--- config.mk ---
export PLATFORM = sky130hd
export DESIGN_NAME = alu_ctrl_mdu
export DESIGN_NICKNAME = d
export VERILOG_FILES = /design/src/rtl/alu_ctrl_mdu.sv
export SDC_FILE = /design/constraint.sdc
export NUM_CORES = 1
export LEC_CHECK = 0
export ABC_AREA = 0
export ABC_CLOCK_PERIOD_IN_PS = 6050
export CELL_PAD_IN_SITES_DETAIL_PLACEMENT = 0
export CELL_PAD_IN_SITES_GLOBAL_PLACEMENT = 1
export CORE_MARGIN = 3
export CORE_UTILIZATION = 40
export DETAILED_ROUTE_END_ITERATION = 8
export PLACE_DENSITY = 0.78
export SYNTH_ARGS = -nofsm -noshare
export SYNTH_HDL_FRONTEND = slang
export SYNTH_SLANG_ARGS = --single-unit
--- constraint.sdc ---
create_clock -name clk_i -period 6.05 [get_ports clk_i]
set_input_delay 1.21 -clock clk_i [delete_from_list [all_inputs] [get_ports clk_i]]
set_output_delay 1.21 -clock clk_i [all_outputs]
set_load 0.02 [all_outputs]
--- src/rtl/alu_ctrl_mdu.sv ---
// ALU control decode for the MIPS datapath plus an iterative multiply/divide unit
// with HI/LO registers; stall_o holds the pipeline while an MDU op is in flight.
module alu_ctrl_mdu #(
    parameter int DATA_W = 32,
    parameter int CNT_W  = $clog2(DATA_W) + 1
) (
    input  logic              clk_i,
    input  logic              rst_i,
    input  logic [5:0]        funct_i,
    input  logic [2:0]        ALUOp_i,
    input  logic              valid_i,
    input  logic [DATA_W-1:0] src1_i,
    input  logic [DATA_W-1:0] src2_i,
    output logic [3:0]        ALUCtrl_o,
    output logic              ALUSrc2_o,
    output logic [1:0]        mdu_sel_o,
    output logic              stall_o,
    output logic [DATA_W-1:0] hi_o,
    output logic [DATA_W-1:0] lo_o
);

    typedef enum logic [1:0] {IDLE, BUSY, DONE} state_t;

    localparam logic [CNT_W-1:0] LAST_CNT = CNT_W'(DATA_W - 1);

    state_t              state_q, state_d;
    logic [CNT_W-1:0]    cnt_q, cnt_d;
    logic [DATA_W-1:0]   acc_q, acc_d;
    logic [DATA_W-1:0]   wk_q, wk_d;
    logic [DATA_W-1:0]   opnd_q, opnd_d;
    logic                is_div_q, is_div_d;
    logic                neg_q, neg_d;
    logic                rem_neg_q, rem_neg_d;
    logic [DATA_W-1:0]   hi_q, hi_d;
    logic [DATA_W-1:0]   lo_q, lo_d;

    logic                mdu_req;
    logic                s1, s2;
    logic [DATA_W-1:0]   a_mag, b_mag;
    logic [DATA_W:0]     mul_sum;
    logic [DATA_W-1:0]   mul_acc_n, mul_wk_n;
    logic [DATA_W:0]     div_sh;
    logic                div_ge;
    logic [DATA_W-1:0]   div_acc_n, div_wk_n;
    logic [2*DATA_W-1:0] prod_u, prod_s;
    logic [DATA_W-1:0]   quo_s, rem_s;

    always_comb begin
        ALUCtrl_o = 4'd15;
        ALUSrc2_o = 1'b0;
        mdu_sel_o = 2'b00;
        case (ALUOp_i)
            3'b001: ALUCtrl_o = 4'd6;
            3'b010: ALUCtrl_o = 4'd2;
            3'b011: ALUCtrl_o = 4'd7;
            3'b100: ALUCtrl_o = 4'd10;
            3'b101: ALUCtrl_o = 4'd1;
            3'b110: ALUCtrl_o = 4'd11;
            3'b111: ALUCtrl_o = 4'd15;
            default: begin
                case (funct_i)
                    6'b100001: ALUCtrl_o = 4'd2;
                    6'b100011: ALUCtrl_o = 4'd6;
                    6'b100100: ALUCtrl_o = 4'd0;
                    6'b100101: ALUCtrl_o = 4'd1;
                    6'b101010: ALUCtrl_o = 4'd7;
                    6'b000011: begin
                        ALUCtrl_o = 4'd9;
                        ALUSrc2_o = 1'b1;
                    end
                    6'b000111: ALUCtrl_o = 4'd9;
                    6'b010000: mdu_sel_o = 2'b01;
                    6'b010010: mdu_sel_o = 2'b10;
                    default:   ALUCtrl_o = 4'd15;
                endcase
            end
        endcase
    end

    assign mdu_req = valid_i && (ALUOp_i == 3'b000) && (funct_i[5:2] == 4'b0110);

    // funct[0] clear selects the signed variants (mult, div)
    assign s1    = ~funct_i[0] & src1_i[DATA_W-1];
    assign s2    = ~funct_i[0] & src2_i[DATA_W-1];
    assign a_mag = s1 ? -src1_i : src1_i;
    assign b_mag = s2 ? -src2_i : src2_i;

    // wk holds multiplier / dividend, opnd holds multiplicand / divisor
    always_comb begin
        mul_sum   = {1'b0, acc_q} + (wk_q[0] ? {1'b0, opnd_q} : '0);
        mul_acc_n = mul_sum[DATA_W:1];
        mul_wk_n  = {mul_sum[0], wk_q[DATA_W-1:1]};

        div_sh    = {acc_q, wk_q[DATA_W-1]};
        div_ge    = (div_sh >= {1'b0, opnd_q});
        div_acc_n = div_ge ? DATA_W'(div_sh - {1'b0, opnd_q}) : div_sh[DATA_W-1:0];
        div_wk_n  = {wk_q[DATA_W-2:0], div_ge};

        prod_u    = {mul_acc_n, mul_wk_n};
        prod_s    = neg_q ? -prod_u : prod_u;
        quo_s     = neg_q ? -div_wk_n : div_wk_n;
        rem_s     = rem_neg_q ? -div_acc_n : div_acc_n;
        // divide by zero: remainder already reconstructs the dividend
        if (opnd_q == '0) begin
            quo_s = '1;
        end
    end

    always_comb begin
        state_d   = state_q;
        cnt_d     = cnt_q;
        acc_d     = acc_q;
        wk_d      = wk_q;
        opnd_d    = opnd_q;
        is_div_d  = is_div_q;
        neg_d     = neg_q;
        rem_neg_d = rem_neg_q;
        hi_d      = hi_q;
        lo_d      = lo_q;
        case (state_q)
            IDLE: begin
                if (mdu_req) begin
                    state_d   = BUSY;
                    cnt_d     = '0;
                    acc_d     = '0;
                    wk_d      = a_mag;
                    opnd_d    = b_mag;
                    is_div_d  = funct_i[1];
                    neg_d     = s1 ^ s2;
                    rem_neg_d = s1;
                end
            end
            BUSY: begin
                cnt_d = cnt_q + 1'b1;
                acc_d = is_div_q ? div_acc_n : mul_acc_n;
                wk_d  = is_div_q ? div_wk_n : mul_wk_n;
                if (cnt_q == LAST_CNT) begin
                    state_d = DONE;
                    hi_d    = is_div_q ? rem_s : prod_s[2*DATA_W-1:DATA_W];
                    lo_d    = is_div_q ? quo_s : prod_s[DATA_W-1:0];
                end
            end
            DONE:    state_d = IDLE;
            default: state_d = IDLE;
        endcase
    end

    always_ff @(posedge clk_i or negedge rst_i) begin
        if (!rst_i) begin
            state_q   <= IDLE;
            cnt_q     <= '0;
            acc_q     <= '0;
            wk_q      <= '0;
            opnd_q    <= '0;
            is_div_q  <= 1'b0;
            neg_q     <= 1'b0;
            rem_neg_q <= 1'b0;
            hi_q      <= '0;
            lo_q      <= '0;
        end else begin
            state_q   <= state_d;
            cnt_q     <= cnt_d;
            acc_q     <= acc_d;
            wk_q      <= wk_d;
            opnd_q    <= opnd_d;
            is_div_q  <= is_div_d;
            neg_q     <= neg_d;
            rem_neg_q <= rem_neg_d;
            hi_q      <= hi_d;
            lo_q      <= lo_d;
        end
    end

    // gated by reset so a request held during reset does not stall
    assign stall_o = rst_i & (((state_q == IDLE) & mdu_req) | (state_q == BUSY));
    assign hi_o    = hi_q;
    assign lo_o    = lo_q;

endmodule
==> qor.yml <==
status: "completed"
syn_to_final_growth_pct: 15.1
slowest_stage: "ha_1"
dieHeight_um: 209
power.leakage_uw: 0.00799
synth.avg_cell_area_um2: 7.53
yosysTopAreaCellShare_pct: 25.9
path_cells: "ha_1 -> and4_1 -> and3_1 -> a21boi_1 -> a311oi_1 -> buf_4 -> or3b_1 -> nand2_1 -> inv_2 -> mux2i_1 -> ha_1 -> nand3b_1 -> or3_1 -> nor3_2 -> nand4b_1 -> a22oi_1 -> buf_4 -> nand4_1 -> nor2_1 -> a31oi_1 -> xnor2_1 -> a31oi_1"
cp_max_fo: 9
grt_usage_pct: 26.8
final.setup.tns_ns: 0
cts_made_buffers: 17
yosysUniqueCellTypes: 80
num_antenna_cells: 0
root_buffer: "clkbuf_16"
synth_nets: 2340
vdd_drop_max_v: 0.000244
finalCritPeriodShare_pct: 94.4
tightest_slew_ns: 1.14
yosys_warnings: 0
antenna_found_initial: 1
multi_input_area_um2: 11400
end_kind: "register"
insertion_delay_ns: 0.48
hpwl_um: 46600
hold_viol: 0
clockBufferDepth: 2
die_w_um: 209
p_per_area_nw_per_um2: 522
start_util_pct: 41.0
path_class: "reg2reg"
cp_num_buf_inv: 3
setup_viol: 0
slew_violations: 0
drc: 0
hold_path_class: "reg2reg"
vias_per_cell: 6.03
dieArea_um2: 43800
ant_nets: 0
core_um2: 40300
regArea_um2: 4280
synth_edf_count: 0
worstPathRequired_ns: 6.36
routed_wl_um: 60100
nFillCells: 4077
synthArstFlopShare_pct: 100
drtIter0Drc: 1500
grt_overflow: 0
routed-via-count: 16741
cap_violations: 0
grt_pass1_wl_um: 92600
cts_tree: "done"
arrival_ns: 6.03
synthTopCellsByCount: "nand2_1 (267), o21ai_0 (249), dfrtp_1 (171)"
grt_pass1_vias: 15913
rsz0062_at_grt: "no"
row_count: 73
clk_pin_slew_worst_paths_ns: 0.07
port_buffers: 147
max-slew-margin-rel_pct: 23.9
htreeDepth: 4
synthCells: 2192
ys_seq_elements: 171
synth_top_area_cell: "dfrtp_1"
fin_skew_ns: 0.0155
io_pins: 148
detail_route.first_pass.iterations: 6
synth_area_leaders: "dfrtp_1 (26%), o21ai_0 (7.5%), xnor2_1 (6.9%)"
cpPeakStageDelay_ns: 0.49
cts_sinks: 171
fin_crit_ns: 5.71
cp-start-kind: "register"
ys_seq_area_share_pct: 25.9
synth-main-ff-cell: "dfrtp_1"
fin_nets: 2388
gp_congestion: 0.974
hold_buffers: 0
power_uw: 9920
grt_start_max_net_pins: 83
fmax_mhz: 175
wl_per_cell_um: 21.6
synthesis.area_um2: 16500
drive_above_1_share_pct: 5.24
cp_top_family: "simple AND/OR/NAND/NOR gates"
yosysMostFrequentCell: "nand2_1"
logic make-up after synthesis:
logic type | count (synthesis) | share of synthesized area, %
adders and majority gates | 72 | 5.55
DFF | 171 | 25.9
muxes | 64 | 3.90
and+or+nand+nor | 729 | 21.0
AOI/OAI and AO/OA | 708 | 26.7
xor gates and xnor gates | 220 | 11.7
buffers and inverters | 228 | 5.27
through the flow:
stage | cells | util, % | hold WS, ns | setup WS [ns] | area [um^2]
global route | 2778 | 47.2 | 0.496 | 0.00748 | 19000
global placement | 2746 | 45.7 | 0.461 | 0.474 | 18400
detailed placement | 2746 | 45.7 | 0.465 | 0.320 | 18400
finish | 2778 | 47.2 | 0.478 | 0.336 | 19000
floorplan | 2192 | - | 0.458 | 0.283 | 16500
CTS | 2778 | 47.2 | 0.483 | 0.281 | 19000
what timing repair did:
action | 4_1_cts | 5_1_grt
buffers inserted | 0 | 0
resized for setup | 0 | 3
setup endpoints to repair | 0 | 5
worst min-delay path, delay by kind of cell, from the launching register on:
| kind | cells | cell delay [ns] |
|---|---|---|
| AOI/OAI and AO/OA | 1 | 0.05 |
| DFF | 1 | 0.34 |
| and+or+nand+nor | 1 | 0.04 |
per-layer routing:
metal	track usage, %	share of wire [%]
met3	5.39	6.9
met5	0	0.022
met1	37.4	46
met4	10.4	3.8
met2	40.7	44
sequential cells by signal, indices dropped and copies added (netlist names), 2 cells and up:
name     count
opnd_q      32
wk_q        32
hi_o        32
acc_q       32
state_q      2
lo_o        32
cnt_q        6
path summary, 6_finish.rpt:
kind	from	end	slack (ns)	depth (start not counted)
min in group asynchronous	rst_i	lo_o[5]$_DFFE_PN0P_	0.73	1
worst max-delay path	acc_q[5]$_DFFE_PN0P_	hi_o[30]$_DFFE_PN0P_	0.34	22
worst min register to register	lo_o[21]$_DFFE_PN0P_	lo_o[21]$_DFFE_PN0P_	0.48	2
worst min-delay path	lo_o[21]$_DFFE_PN0P_	lo_o[21]$_DFFE_PN0P_	0.48	2
worst max register to register	acc_q[5]$_DFFE_PN0P_	hi_o[30]$_DFFE_PN0P_	0.34	22
max in group asynchronous	rst_i	acc_q[5]$_DFFE_PN0P_	3.43	3
area by class of cell:
| type | count | area share, % |
|---|---|---|
| well taps | 525 | 3.46 |
| inverters | 66 | 1.30 |
| clock inverters | 14 | 0.941 |
| multi-input cells | 1793 | 60.0 |
| repair buffers | 191 | 9.49 |
| flip-flops and latches | 171 | 22.5 |
| clock buffers | 18 | 2.26 |
cell usage in the layout (no fill, tap or decap), types with 19 or more instances in the layout:
cell and count:
a21oi_1 148, nand3_1 71, nor4_1 20, dfrtp_1 169
a21o_1 44, o22ai_1 33, a31oi_1 19, xor2_1 90
or3_1 32, clkdlybuf4s50_1 146, nand2_1 266, ha_1 68
nor2_1 154, buf_4 44, o21ai_0 248, o31ai_1 36
inv_1 64, nor3_1 40, a211oi_1 27, xnor2_1 130
o211ai_1 34, mux2i_1 61
power breakdown:
group,total [uW],switching (uW),internal [uW],leakage [uW]
Sequential,2240,675,1560,0.00198
Clock,1180,556,626,0.000292
Combinational,6500,3930,2580,0.00572
Total,9920,5160,4760,0.00799
Note: power is estimated with default switching activity, not from simulation.
